===== src/rtl/ex_mem_reg_pkg.sv =====
// rtl/ex_mem_reg_pkg.sv - shared cpu types for the EX/MEM pipeline register
package ex_mem_reg_pkg;

  localparam int CPU_XLEN = 32;
  localparam int CPU_REGW = 5;

  // Register x0 is hard-wired to zero: never forwarded, never a hazard source.
  localparam logic [CPU_REGW-1:0] REG_ZERO = '0;

  typedef enum logic [1:0] {
    EMPTY    = 2'd0,
    FULL     = 2'd1,
    MEM_WAIT = 2'd2
  } ex_mem_state_e;

  typedef struct packed {
    logic                reg_write;
    logic                mem_read;
    logic                mem_write;
    logic                mem_to_reg;
    logic [CPU_REGW-1:0] rd;
    logic [CPU_XLEN-1:0] alu_result;
    logic [CPU_XLEN-1:0] store_data;
    logic [2:0]          funct3;
  } ex_mem_t;

  // Any instruction touching data memory must wait for the req/ack handshake.
  function automatic logic is_mem_op(input logic mem_read, input logic mem_write);
    return mem_read | mem_write;
  endfunction

endpackage


===== src/rtl/ex_mem_reg.sv =====
// rtl/ex_mem_reg.sv - EX/MEM pipeline register with memory handshake and forwarding outputs
module ex_mem_reg
  import ex_mem_reg_pkg::*;
#(
  parameter int XLEN = CPU_XLEN,
  parameter int REGW = CPU_REGW
) (
  input  logic            clk,
  input  logic            rst_n,
  input  logic            exValid,
  output logic            exReady,
  input  logic            flush,
  input  logic            exRegWrite,
  input  logic            exMemRead,
  input  logic            exMemWrite,
  input  logic            exMemToReg,
  input  logic [REGW-1:0] exRd,
  input  logic [XLEN-1:0] exAluResult,
  input  logic [XLEN-1:0] exStoreData,
  input  logic [2:0]      exFunct3,
  input  logic [REGW-1:0] idRs,
  input  logic [REGW-1:0] idRt,
  output logic            memReq,
  input  logic            memAck,
  output logic [XLEN-1:0] memAddr,
  output logic [XLEN-1:0] memWData,
  output logic            memWe,
  output logic [2:0]      memFunct3,
  output logic            fwdRegWrite,
  output logic [REGW-1:0] fwdRd,
  output logic [XLEN-1:0] fwdData,
  output logic            loadHazard,
  output logic            wbValid
);

  // The held-instruction record uses the package widths; XLEN/REGW are
  // expected to stay equal to CPU_XLEN/CPU_REGW.

  ex_mem_state_e state_q, state_d;
  ex_mem_t       held_q, held_d;

  logic capture;
  logic held_is_load;
  logic held_rd_nonzero;
  logic unused_mem_to_reg;

  // Slot acceptance, capture decision and next-state selection.
  always_comb begin
    exReady = 1'b0;
    capture = 1'b0;
    state_d = state_q;
    held_d  = held_q;

    unique case (state_q)
      EMPTY:    exReady = 1'b1;
      FULL:     exReady = 1'b1;
      MEM_WAIT: exReady = memAck;
      default:  exReady = 1'b1;
    endcase

    capture = exValid & exReady & ~flush;

    if (exReady) begin
      if (capture) begin
        state_d           = is_mem_op(exMemRead, exMemWrite) ? MEM_WAIT : FULL;
        held_d.reg_write  = exRegWrite;
        held_d.mem_read   = exMemRead;
        held_d.mem_write  = exMemWrite;
        held_d.mem_to_reg = exMemToReg;
        held_d.rd         = exRd;
        held_d.alu_result = exAluResult;
        held_d.store_data = exStoreData;
        held_d.funct3     = exFunct3;
      end else begin
        // Retiring with nothing behind it leaves a bubble; data is kept
        // but is never forwarded because the state gates it.
        state_d = EMPTY;
      end
    end
  end

  // State and held-instruction registers; reset empties the slot at once.
  always_ff @(posedge clk or negedge rst_n) begin
    if (!rst_n) begin
      state_q <= EMPTY;
      held_q  <= '0;
    end else begin
      state_q <= state_d;
      held_q  <= held_d;
    end
  end

  // Both load and store set is treated as a store, so it is not a load here.
  assign held_is_load    = held_q.mem_read & ~held_q.mem_write;
  assign held_rd_nonzero = (held_q.rd != REG_ZERO);

  assign memReq    = (state_q == MEM_WAIT);
  assign memAddr   = held_q.alu_result;
  assign memWData  = held_q.store_data;
  assign memWe     = held_q.mem_write;
  assign memFunct3 = held_q.funct3;

  assign fwdRegWrite = (state_q != EMPTY) & held_q.reg_write & held_rd_nonzero;
  assign fwdRd       = held_q.rd;
  assign fwdData     = held_q.alu_result;

  assign wbValid = (state_q == FULL) | ((state_q == MEM_WAIT) & memAck);

  // A load result is not available for forwarding here, so a dependent
  // instruction in ID must stall; EX is also frozen while the access waits.
  assign loadHazard = ((state_q != EMPTY) & held_is_load & held_rd_nonzero &
                       ((held_q.rd == idRs) | (held_q.rd == idRt))) |
                      ((state_q == MEM_WAIT) & ~memAck);

  // mem_to_reg travels with the instruction for the MEM/WB stage.
  assign unused_mem_to_reg = held_q.mem_to_reg;

endmodule


===== config.mk =====
export PLATFORM = sky130hd
export DESIGN_NAME = ex_mem_reg
export DESIGN_NICKNAME = d
export VERILOG_FILES = /design/src/rtl/ex_mem_reg_pkg.sv /design/src/rtl/ex_mem_reg.sv
export SDC_FILE = /design/constraint.sdc
export NUM_CORES = 1
export LEC_CHECK = 0
export ABC_AREA = 1
export CORE_ASPECT_RATIO = 1.25
export CORE_UTILIZATION = 37
export DETAILED_ROUTE_END_ITERATION = 8
export PLACE_DENSITY = 0.88
export SLEW_MARGIN = 10
export SYNTH_ARGS = -nofsm -noshare
export SYNTH_HDL_FRONTEND = slang
export SYNTH_SLANG_ARGS = --single-unit

===== constraint.sdc =====
create_clock -name clk -period 1.1 [get_ports clk]
set_input_delay 0.22 -clock clk [delete_from_list [all_inputs] [get_ports clk]]
set_output_delay 0.22 -clock clk [all_outputs]
set_load 0.01 [all_outputs]

[Yosys cells after proc, flatten, opt, wreduce, memory -nomap -nowiden]
Cells that the tools add are included.
Storage, ports and cells
  flip-flop bits (word level): 77
  input port bits: 91
  output and inout port bits: 110
Cells by class
  eq/ne operators: 4
  mux-type cells: 3
  bitwise gates (word level): 17
  reductions and logical operators: 3
Operators by type and width (number)
  $and 1x1->1: 10
  $eq 5x5->1: 2
  $reduce_bool 5->1: 1
  $mux 2: 2
  $or 1x1->1: 4
  $not 1->1: 3
  $eq 2x1->1 const B: 1
  $eq 2x2->1 const B: 1
  $reduce_and 2->1: 1
  $reduce_bool 2->1: 1
  $mux 1: 1

[Longest topological paths before layout]
  word-level depth: 6
  mapped depth: 8
  mapped depth without buffers: 8

[Worst setup path before layout]
OpenSTA, ideal clock, no wires.
  path kind: flip-flop to flip-flop
  from: reg state_q[0]
  to: reg held_q (netlist bit fwdRd[1])
  library setup time: 73 ps
  arrival time: 1160 ps
  required time: 1027 ps
  setup slack: -133 ps
  stages on the path, launching flop included: 8
  period minus slack after synthesis: 1233 ps
  cells stage by stage: dfrtp_1 nor2_4 nand2_4 nand3b_4 buf_8 buf_6 nor2_2 a21oi_2
On the way
  word-level cells in the longest chain between the ends: 5
RTL lines
  start: declaration: line ex_mem_reg.sv:39  | ex_mem_state_e state_q, state_d;
  start signal: assignment: line ex_mem_reg.sv:88  | state_q <= state_d;
  $eq 2x2->1 (*)
  named net memReq: line ex_mem_reg.sv:23  | output logic memReq,
  $mux 1 (*): line ex_mem_reg.sv:54  | unique case (state_q)
  named net exReady: line ex_mem_reg.sv:11  | output logic exReady,
  $and 1x1->1 (2 in a row): line ex_mem_reg.sv:61  | capture = exValid & exReady & ~flush;
  $reduce_and 2->1 (no line) (*)
  end signal: assignment: line ex_mem_reg.sv:89  | held_q <= held_d;
  end: declaration: line ex_mem_reg.sv:40  | ex_mem_t held_q, held_d;
The timed path passes the listed nets; every way through them passes the cells marked *.
A chain may end at the register's enable or synchronous reset.

[Final worst setup path]
  from: reg held_q (netlist bit fwdRd[1])
  to: out loadHazard
On the way
  word-level cells in the longest chain between the ends: 4
RTL lines
  $eq 5x5->1 / $reduce_bool 5->1 (equally long branches): line ex_mem_reg.sv:112, ex_mem_reg.sv:95
  $or 1x1->1 / $and 1x1->1 (equally long branches): line ex_mem_reg.sv:112, ex_mem_reg.sv:111
  $and 1x1->1 (*): line ex_mem_reg.sv:111  | assign loadHazard = ((state_q != EMPTY) & held_is_load & held_rd_nonzero &
  $or 1x1->1 (*): line ex_mem_reg.sv:112  | ((held_q.rd == idRs) | (held_q.rd == idRt))) |
  end: declaration: line ex_mem_reg.sv:32  | output logic loadHazard,
Mark *: on every way between the ends. The rest lies on a longest branch, timed or not.

==> out/qor.txt <==
Netlist cell types -> 22
Worst Hold Class -> in2reg
FF+latch count, synth -> 77
# nets final -> 791
post-synth top area share -> 0.472
Clock Sinks -> 77
max-cap check violation count -> 0
final setup fails -> 135
routed via count -> 3,845
post-route minimum period -> 1.74 ns
Critical Path End Type -> primary output
H-tree Lvls -> 3
CP max FO -> 3
Clock Path Buffers -> 2
YS warnings -> 0
critical path class -> reg2out
CTS Root Cell -> clkbuf_16
GRT Util Overall -> 0.240
Hold Startpoint -> exStoreData[19]
Leakage -> 4.03 nW
Peak Freq -> 576 MHz
Arr. time, crit path -> 1.52 ns
Core Footprint -> 10,700 sq um
Worst Reg2Reg Path Length in Cells -> 11
Worst Hold Depth -> 3
DRC viols -> 0
Seq/Total Area, Yosys -> 0.472
largest net degree at the start of global routing -> 43
startpoint types -> flop
CTS tree -> yes
Final Hold Viols -> 0
Std-Cell Rows -> 42
die span in y -> 119 microns
Total Routed Length -> 14.4 mm
total CTS buffers -> 9
initial antenna violation count -> 0
outcome -> finished, violations left
CP cell instances -> buf_6, nor2_4, nand4_1, nand4_1, inv_1, nand2_1, nand2_1, buf_2
port buffer count -> 199
antenna cells -> 0
Die X -> 95.9 microns
routed vias/inst -> 4.60
vias in the first global route -> 3,950
1st-iter DRT viols -> 153
cell taking the most area after synthesis -> dfrtp_1
Die ar. -> 11,500 sq um
crit path from -> fwdRd[1]
Antenna Nets Post-Route -> 0
Slew @ Worst Pin -> 0.245 ns
cell count after synthesis -> 483
Ports -> 201
r2r setup slk -> -0.52 ns
failing checks -> negative setup slack
Pins Over Slew Limit -> 0
final cell count without fillers -> 836
design area -> 7710 sq um
fin worst setup slack -> -0.636 ns
Slowest cell on crit path -> dfrtp_1
final worst-path cycle share -> 1.58
peak supply drop -> 0.000907 V
number of cells after detailed placement -> 705
Worst slew margin -> 0.836
Worst-Skew Late Latency -> 0.33 ns
CP delay by family, top -> simple AND/OR/NAND/NOR gates
Levels on crit path -> 8
Max stage delay on crit path -> 0.41 ns
Cell Area, Synth -> 4080 sq um
clock skew -> 0.00996 ns
worst path bufs/invs -> 3
Reg2Reg Launch Point -> state_q[1]
placed instance area -> 5450 sq um
Syn Nets -> 574
WP data required -> 0.88 ns
first-pass GRT wire length -> 20.3 mm
Clk pin slew, worst setup/hold paths -> 0.07 ns
GP Congestion -> 0.782
Detailed Routing Iterations Pass 1 -> 4
main area contributors after synthesis -> dfrtp_1 (47%), buf_4 (19%), nand2_1 (8.7%)
hpwl dp -> 6.88 mm
Syn-to-layout area delta -> 88.9%
Initial Util -> 0.382
Mapped Avg Cell Area -> 8.45 sq um
share of layout cells above drive strength 1 -> 0.571
RSZ-0062 raised after global routing -> true
Power per Cell Area -> 1440 nW/um^2
global route overflow -> 0
WL per Instance -> 17.2 microns
==> per-layer routing <==
layer  wire length [microns]  share of wire  GRT usage  vias to the layer above
met4                     527          0.037     0.0886                        0
li1                        -              -          -                     1784
met3                     841          0.059     0.0511                       43
met2                    7810           0.54      0.442                      172
met5                       0              0          0                        -
met1                    5180           0.36      0.262                     1846
==> sequential cells by signal, summed over array words and instances, names as in the netlist <==
signal and flops:
fwdData 32, fwdRd 5, held_q 2, memFunct3 3
memWData 32, memWe 1, state_q 2
==> where the power goes <==
group          leakage (nW)  total [mW]  switching (mW)  internal (mW)
clock                 0.141        3.00            1.19           1.81
sequential            0.946        3.66           0.388           3.27
combinational          2.95        4.43            1.89           2.54
==> worst min-delay path, stage by stage <==
cell and delay, ns:
clkdlybuf4s50_1 0.39, inv_1 0.06, o21ai_2 0.05
==> cell usage in the layout, fill, tap and decap left out, drive strengths merged <==
cell	netlist	final
buf	114	236
nand2	96	96
inv	88	89
clkdlybuf4s50	0	88
dfrtp	77	77
o21ai	72	72
nor2	16	16
clkbuf	6	10
a21oi	5	5
nand3	3	3
nand4	2	2
xnor2	2	2
clkinvlp	0	2
nand3b	1	1
nor3	1	1
clkinv	0	1
bufinv	0	1
dlygate4sd3	0	1
dlygate4sd2	0	1
==> area by class of cell <==
cell class / count / area [sq um]
Timing Repair Buffer: 326 / 3360
Inverter: 88 / 330
Fill cell: 707 / 2960
Tap cell: 132 / 165
Multi-Input combinational cell: 198 / 1630
Clock buffer: 10 / 239
Clock inverter: 5 / 58.8
Sequential cell: 77 / 1930
==> cells in the mapped netlist, drive strengths merged <==
master and n:
buf 114, nand2 96, inv 88, dfrtp 77
o21ai 72, nor2 16, clkbuf 6, a21oi 5
nand3 3, nand4 2, xnor2 2, nand3b 1
nor3 1
==> worst paths after layout <==
check | endpoint
max in group asynchronous | memFunct3[2]
worst max-delay path | loadHazard
worst min-delay path | memWData[19]
min in group asynchronous | fwdData[21]
worst max register to register | fwdRd[0]
worst min register to register | memWData[30]
==> through the flow <==
| step | power [mW] | setup TNS [ns] | util | worst slack [ns] | hold WS [ns] |
|---|---|---|---|---|---|
| floorplan | 5.33 | -7.98 | - | -0.112 | -0.0756 |
| global placement | 6.27 | -38.42 | 0.511 | -0.827 | 0.209 |
| detailed placement | 6.37 | -44.22 | 0.511 | -0.881 | 0.215 |
| CTS | 10.2 | -35.80 | 0.651 | -0.577 | 0.416 |
| global route | 11.5 | -46.28 | 0.722 | -0.710 | 0.440 |
| finish | 11.1 | -39.45 | 0.722 | -0.636 | 0.422 |
==> logic make-up (layout without fill, tap and decap cells) <==
kind of cell / after synthesis / in the layout / share of synthesized area
xor gates and xnor gates: 2 / 2 / 0.00429
buffers and inverters: 208 / 429 / 0.305
DFF: 77 / 77 / 0.472
and+or+nand+nor: 119 / 119 / 0.121
AOI/OAI and AO/OA: 77 / 77 / 0.0972
==> what timing repair did <==
action                                  in CTS  in global routing
resized for setup                          687                124
setup buffers                               51                 49
hold endpoints to repair                    77                  0
gates cloned                                21                  0
hold buffers                                 1                  0
pin swaps                                    7                 16
endpoints found under the setup margin     187                176
Note: power is estimated with default switching activity, not from simulation.
